[config.mk]
export PLATFORM = sky130hd
export DESIGN_NAME = hazard_forward_ctrl
export DESIGN_NICKNAME = d
export VERILOG_FILES = /design/src/rtl/hazard_pkg.sv /design/src/rtl/hazard_match.sv /design/src/rtl/hazard_forward_ctrl.sv
export SDC_FILE = /design/constraint.sdc
export NUM_CORES = 1
export LEC_CHECK = 0
export ABC_CLOCK_PERIOD_IN_PS = 2400
export BUFFER_PORTS_ARGS = -buffer_cell sky130_fd_sc_hd__buf_2
export CAP_MARGIN = 20
export CORE_UTILIZATION = 35
export CTS_CLUSTER_DIAMETER = 120
export DETAILED_ROUTE_END_ITERATION = 6
export PLACE_DENSITY = 0.67
export SYNTH_ARGS = -nofsm -noshare
export SYNTH_HDL_FRONTEND = slang
export SYNTH_SLANG_ARGS = --single-unit
[constraint.sdc]
create_clock -name clk -period 2.4 [get_ports clk]
set_input_delay 0.24 -clock clk [delete_from_list [all_inputs] [get_ports clk]]
set_output_delay 0.24 -clock clk [all_outputs]
set_load 0.01 [all_outputs]
[src/rtl/hazard_pkg.sv]
// Shared types and helpers for the hazard / forwarding controller.
package hazard_pkg;

   // Widest register address the shadow entries can hold; narrower
   // cores zero-extend their register numbers into this field.
   localparam int REG_AW_MAX = 8;

   // Forward select encodings for the classic five-stage pipeline.
   localparam int FWD_RF    = 0;
   localparam int FWD_EXMEM = 1;
   localparam int FWD_MEMWB = 2;

   // One shadow pipeline entry describing an in-flight producer.
   typedef struct packed {
      logic                  v;
      logic [REG_AW_MAX-1:0] rd;
      logic                  wr;
      logic                  ld;
   } shadow_entry_t;

   // Width of a forward select able to name stages 0..depth.
   function automatic int fw_width(input int depth);
      return (depth < 1) ? 1 : $clog2(depth + 1);
   endfunction

endpackage

[src/rtl/hazard_match.sv]
// Compares one ID source register against one shadow pipeline entry.
module hazard_match
   import hazard_pkg::*;
(
   input  shadow_entry_t         entry,
   input  logic [REG_AW_MAX-1:0] rs,
   input  logic                  use_rs,
   output logic                  match,
   output logic                  ld_match
);

   // x0 is hard-wired to zero, so a write to it is never a real producer.
   assign match    = use_rs & entry.v & entry.wr & (entry.rd != '0) & (entry.rd == rs);
   assign ld_match = match & entry.ld;

endmodule

[src/rtl/hazard_forward_ctrl.sv]
// Load-use stall, branch flush and operand forwarding control for the
// pipelined core. A private shadow pipeline tracks the destination of
// every instruction from EX onward so hazards are seen from ID.
module hazard_forward_ctrl
   import hazard_pkg::*;
#(
   parameter int REG_AW    = 5,
   parameter int FWD_DEPTH = 2,
   parameter int LOAD_LAT  = 1,
   parameter int CNT_W     = 16
) (
   input  logic                             clk,
   input  logic                             rst_n,
   input  logic                             id_valid,
   input  logic [REG_AW-1:0]                id_rs1,
   input  logic [REG_AW-1:0]                id_rs2,
   input  logic                             id_use_rs1,
   input  logic                             id_use_rs2,
   input  logic [REG_AW-1:0]                id_rd,
   input  logic                             id_regwrite,
   input  logic                             id_memread,
   input  logic                             ex_branch_taken,
   output logic                             pc_write,
   output logic                             ifid_write,
   output logic                             ifid_flush,
   output logic                             idex_bubble,
   output logic [fw_width(FWD_DEPTH)-1:0]   fwd_a,
   output logic [fw_width(FWD_DEPTH)-1:0]   fwd_b,
   output logic [CNT_W-1:0]                 stall_cnt,
   output logic [CNT_W-1:0]                 flush_cnt
);

   localparam int FW = fw_width(FWD_DEPTH);

   // Stage 0 is EX, stage s is s stages after EX.
   shadow_entry_t sh [FWD_DEPTH+1];
   shadow_entry_t sh_in;

   logic [REG_AW_MAX-1:0] rs1_x;
   logic [REG_AW_MAX-1:0] rs2_x;

   logic m_a [FWD_DEPTH+1];
   logic l_a [FWD_DEPTH+1];
   logic m_b [FWD_DEPTH+1];
   logic l_b [FWD_DEPTH+1];

   logic          load_hazard;
   logic [FW-1:0] fwd_a_nxt;
   logic [FW-1:0] fwd_b_nxt;

   assign rs1_x = REG_AW_MAX'(id_rs1);
   assign rs2_x = REG_AW_MAX'(id_rs2);

   // One comparator pair per shadow stage, one for each source operand.
   for (genvar s = 0; s <= FWD_DEPTH; s++) begin : g_stage
      hazard_match u_match_a (
         .entry    (sh[s]),
         .rs       (rs1_x),
         .use_rs   (id_use_rs1),
         .match    (m_a[s]),
         .ld_match (l_a[s])
      );
      hazard_match u_match_b (
         .entry    (sh[s]),
         .rs       (rs2_x),
         .use_rs   (id_use_rs2),
         .match    (m_b[s]),
         .ld_match (l_b[s])
      );
   end

   // Stall while a matching load has not yet reached the stage where its data exists.
   always_comb begin
      // NOTE: every always_comb output gets a default first so no path leaves it unassigned (no latch).
      load_hazard = 1'b0;
      for (int s = 0; s < LOAD_LAT; s++) begin
         if (l_a[s] | l_b[s]) load_hazard = 1'b1;
      end
      load_hazard = load_hazard & id_valid & ~ex_branch_taken;
   end

   // Pick the youngest matching producer; scanning oldest-first lets the youngest overwrite.
   always_comb begin
      fwd_a_nxt = FW'(FWD_RF);
      fwd_b_nxt = FW'(FWD_RF);
      for (int s = FWD_DEPTH - 1; s >= 0; s--) begin
         if (m_a[s]) fwd_a_nxt = FW'(s + 1);
         if (m_b[s]) fwd_b_nxt = FW'(s + 1);
      end
   end

   // Pipeline controls; a taken branch outranks a load-use stall, and reset forces the idle pattern.
   always_comb begin
      pc_write    = 1'b1;
      ifid_write  = 1'b1;
      ifid_flush  = 1'b0;
      idex_bubble = 1'b0;
      if (rst_n) begin
         if (ex_branch_taken) begin
            ifid_flush  = 1'b1;
            idex_bubble = 1'b1;
         end else if (load_hazard) begin
            pc_write    = 1'b0;
            ifid_write  = 1'b0;
            idex_bubble = 1'b1;
         end
      end
   end

   // Entry entering EX next cycle; a bubble enters as invalid.
   always_comb begin
      sh_in    = '0;
      sh_in.v  = id_valid & ~idex_bubble;
      sh_in.rd = REG_AW_MAX'(id_rd);
      sh_in.wr = id_regwrite;
      sh_in.ld = id_memread;
   end

   // Shadow pipeline shift; reset clears every stage so no pre-reset producer is seen.
   always_ff @(posedge clk or negedge rst_n) begin
      if (!rst_n) begin
         for (int s = 0; s <= FWD_DEPTH; s++) sh[s] <= '0;
      end else begin
         // NOTE: non-blocking assignments make every stage sample the pre-edge value, so the shift order does not matter.
         sh[0] <= sh_in;
         for (int s = 1; s <= FWD_DEPTH; s++) sh[s] <= sh[s-1];
      end
   end

   // Forward selects follow the instruction into EX; a bubble reads the register file.
   always_ff @(posedge clk or negedge rst_n) begin
      if (!rst_n) begin
         fwd_a <= FW'(FWD_RF);
         fwd_b <= FW'(FWD_RF);
      end else if (idex_bubble) begin
         fwd_a <= FW'(FWD_RF);
         fwd_b <= FW'(FWD_RF);
      end else begin
         fwd_a <= fwd_a_nxt;
         fwd_b <= fwd_b_nxt;
      end
   end

   // Saturating performance counters for stall and flush cycles.
   always_ff @(posedge clk or negedge rst_n) begin
      if (!rst_n) begin
         stall_cnt <= '0;
         flush_cnt <= '0;
      end else begin
         if (load_hazard && (stall_cnt != '1)) stall_cnt <= stall_cnt + CNT_W'(1);
         if (ex_branch_taken && (flush_cnt != '1)) flush_cnt <= flush_cnt + CNT_W'(1);
      end
   end

endmodule
==> impl_metrics.csv <==
group,metric,value,unit
worst_setup_path,ff2ff_path_depth,6,
yosys,yosys-top-cells-count,"dfrtp_1 (51), xor2_1 (28), xnor2_1 (20), nand3_1 (14), nor4_1 (13)",
yosys,ys_warn_count,0,
yosys,synth.top_cell.area_share,0.540,
floorplanning,io_pins,63,
cells_and_area,final_nets,300,
yosys,synth_async_sr_flop_share,1.00,
clock_tree,cts_tree,"built",
pwr,power_density,643,mW/mm2
yosys,synth_nets,228,
detailed_routing,drtIter0Drc,124,
sta,slew_headroom,0.631,
cells_and_area,seq_area,0.00128,mm2
outcome,violations,"design-rule violations",
sta,min_period,2.33,ns
clock_tree,clk_pin_slew,0.09,ns
cells_and_area,fillers,593,
clock_tree,clock_sinks,51,
global_route,grt_pass1_vias,1784,
floorplanning,coreArea,0.00642,mm2
floorplanning,start_util,0.368,
worst_setup_path,reg2reg_to,"stall_cnt[15]$_DFFE_PN0P_",
clock_tree,clock_latency,0.30,ns
worst_setup_path,cp_cell_sequence,"xor2_1 > nor4_2 > and3_2 > o21ai_4 > a21boi_4 > buf_2",
worst_setup_path,slowest_stage,"dfrtp_1",
worst_setup_path,cp_data_arrival_time,2.09,ns
worst_setup_path,slowest_delay,0.44,ns
yosys,ys_seq_area_frac,0.540,
detailed_routing,antenna_left,0,
sta,slew_viol_final,0,
detailed_routing,drt_wl_total,5060,um
yosys,ys.flop_type,"dfrtp_1",
yosys,synth_area,0.00236,mm2
placement,place_area,0.00277,mm2
cells_and_area,design_area,0.00291,mm2
min_path,hold_class,"in2reg",
global_route,grt_max_degree,19,
placement,gp_congestion,0.822,
yosys,yosysUniqueCellTypes,34,
sta,setup_viol_count_final,0,
global_route,grt_antenna_before_repair,1,
cells_and_area,num_antenna_cells,0,
detailed_routing,drc,11,
sta,worst_pin_slew,0.552,ns
yosys,synth_most_common_cell,"dfrtp_1",
cells_and_area,multi_input_area,0.00104,mm2
clock_tree,clockBufferDepth,2,
global_route,grt_pass1_wl,8620,um
detailed_routing,drt-pass1-iter-count,6,
placement,port_buffers,62,
worst_setup_path,worstSetupStartpointType,"flip-flop",
cells_and_area,final_util,0.453,
sta,tns,0,ns
floorplanning,rows,29,
yosys,synth_area_leaders,"dfrtp_1 (54%), xor2_1 (10%), xnor2_1 (7.4%), nor4_1 (3.4%), nand3_1 (3.0%)",
worst_setup_path,r2r_slack,0.26,ns
clock_tree,cts_root_buffer,"clkbuf_8",
job,max-cap-violations,0,
worst_setup_path,endpoint,"idex_bubble",
sta,fin_worst_skew,0.0131,ns
pwr,ir_drop,0.472,mV
detailed_routing,via_per_inst,5.07,
clock_tree,h-tree-depth,2,
floorplanning,die_w,84.2,um
floorplanning,dieHeight,84.2,um
yosys,yosysTopAreaCell,"dfrtp_1",
worst_setup_path,end_kind,"output pin",
detailed_routing,wl_per_cell,14.4,um
sta,hold_viol,0,
detailed_routing,num_vias,1784,
sta,fin_crit_sh,0.973,
yosys,synth_edf_count,0,
global_route,grt_overflow,0,
placement,dp_hpwl,3800,um
worst_setup_path,rr_startpoint,"sh[27]$_DFF_PN0_",
yosys,syn_avg_cell_area,11.6,um2
cells_and_area,synthToLayoutAreaGrowth,23.2,%
worst_setup_path,path_class,"reg2out",
sta,fmax,428,MHz
worst_setup_path,cp-startpoint,"sh[27]$_DFF_PN0_",
worst_setup_path,crit_fanout,6,
clock_tree,numCtsBuffers,5,
cells_and_area,final_layout_size_suffix_gt1_frac,0.320,
yosys,synthCells,203,
floorplanning,fp.dieArea,0.00708,mm2
pwr,p_leak,0.00141,uW
global_route,grtUsageTotal,0.154,
outcome,status,"finished with violations",
worst_setup_path,cp.required,2.16,ns
yosys,ys_seq_elements,51,
[cell usage in the layout (no fill, tap or decap), types with 5 or more instances in the layout]
cell / netlist / layout
nor3_1: 6 / 6
xnor2_1: 20 / 20
clkbuf_8: 0 / 5
nand2_1: 10 / 10
buf_4: 2 / 6
inv_1: 7 / 7
xor2_1: 28 / 28
buf_2: 1 / 62
nor4_1: 13 / 12
nand3_1: 14 / 14
dfrtp_1: 51 / 51
nor2_1: 8 / 8
nand4_1: 11 / 11
[sequential cells by signal, summed over array words and instances (netlist names)]
| signal | cells |
|---|---|
| sh | 15 |
| flush_cnt | 16 |
| fwd_b | 2 |
| fwd_a | 2 |
| stall_cnt | 16 |
[per-layer routing]
metal | GRT usage | routed length (um)
met1 | 0.194 | 2230
met3 | 0.0383 | 279
met5 | 0 | 10
met2 | 0.252 | 2440
met4 | 0.0658 | 107
[metrics by stage]
stage | hold slack, ns | setup slack (ns) | instances | total power [uW]
final | 0.0454 | 0.0657 | 352 | 1870
after global routing | 0.0223 | -0.0654 | 352 | 1990
after CTS | 0.0310 | 0.0338 | 349 | 1900
after detailed placement | 0.195 | 0.246 | 341 | 1320
after global placement | 0.187 | 0.372 | 341 | 1310
after floorplan | -0.0556 | 0.382 | 203 | 1170
[cell families after synthesis]
kind of cell	count (synthesis)	synth area share
adder cells (fa/ha/maj)	2	0.0106
buffers and inverters	11	0.0212
flip-flops	51	0.540
XOR/XNOR	48	0.178
AO/OA/AOI/OAI	7	0.0371
multiplexers	4	0.0191
AND/OR/NAND/NOR	80	0.194
[worst min path at each step]
stage                           from                  endpoint  slack, ns  cells past startpoint
after global routing        id_rd[4]          sh[28]$_DFF_PN0_       0.02                      1
after global placement         rst_n          sh[21]$_DFF_PN0_       0.19                      1
after CTS                 id_memread          sh[22]$_DFF_PN0_       0.03                      1
after floorplan                rst_n  flush_cnt[0]$_DFFE_PN0P_      -0.06                      0
final                     id_memread          sh[22]$_DFF_PN0_       0.05                      1
after detailed placement       rst_n          sh[21]$_DFF_PN0_       0.20                      1
[power by group]
part | leakage (uW) | total (uW) | switching, uW | internal [uW]
sequential | 0.000657 | 1010 | 83.6 | 930
combinational | 0.000700 | 289 | 147 | 143
clock | 0.0000513 | 569 | 264 | 306
[critical path: cells and delay by family, from the launching register on]
kind                      cells  cell delay [ns]
and+or+nand+nor               2             0.67
DFF                           1             0.44
xor gates and xnor gates      1             0.20
buffers and inverters         1             0.17
AOI/OAI and AO/OA             2             0.32
[cell type report]
type | count | area share
flip-flops and latches | 51 | 0.439
clock inverters | 1 | 0.0103
repair buffers | 69 | 0.126
clock buffers | 6 | 0.0249
multi-input cells | 141 | 0.359
well taps | 77 | 0.0331
inverters | 7 | 0.00903
[what timing repair did]
action	CTS	global route
hold endpoints to repair	12	0
hold buffers	1	0
resized for setup	0	2
buffers inserted	0	3
endpoints found under the setup margin	0	3
Power figures use the tool's default switching activity.
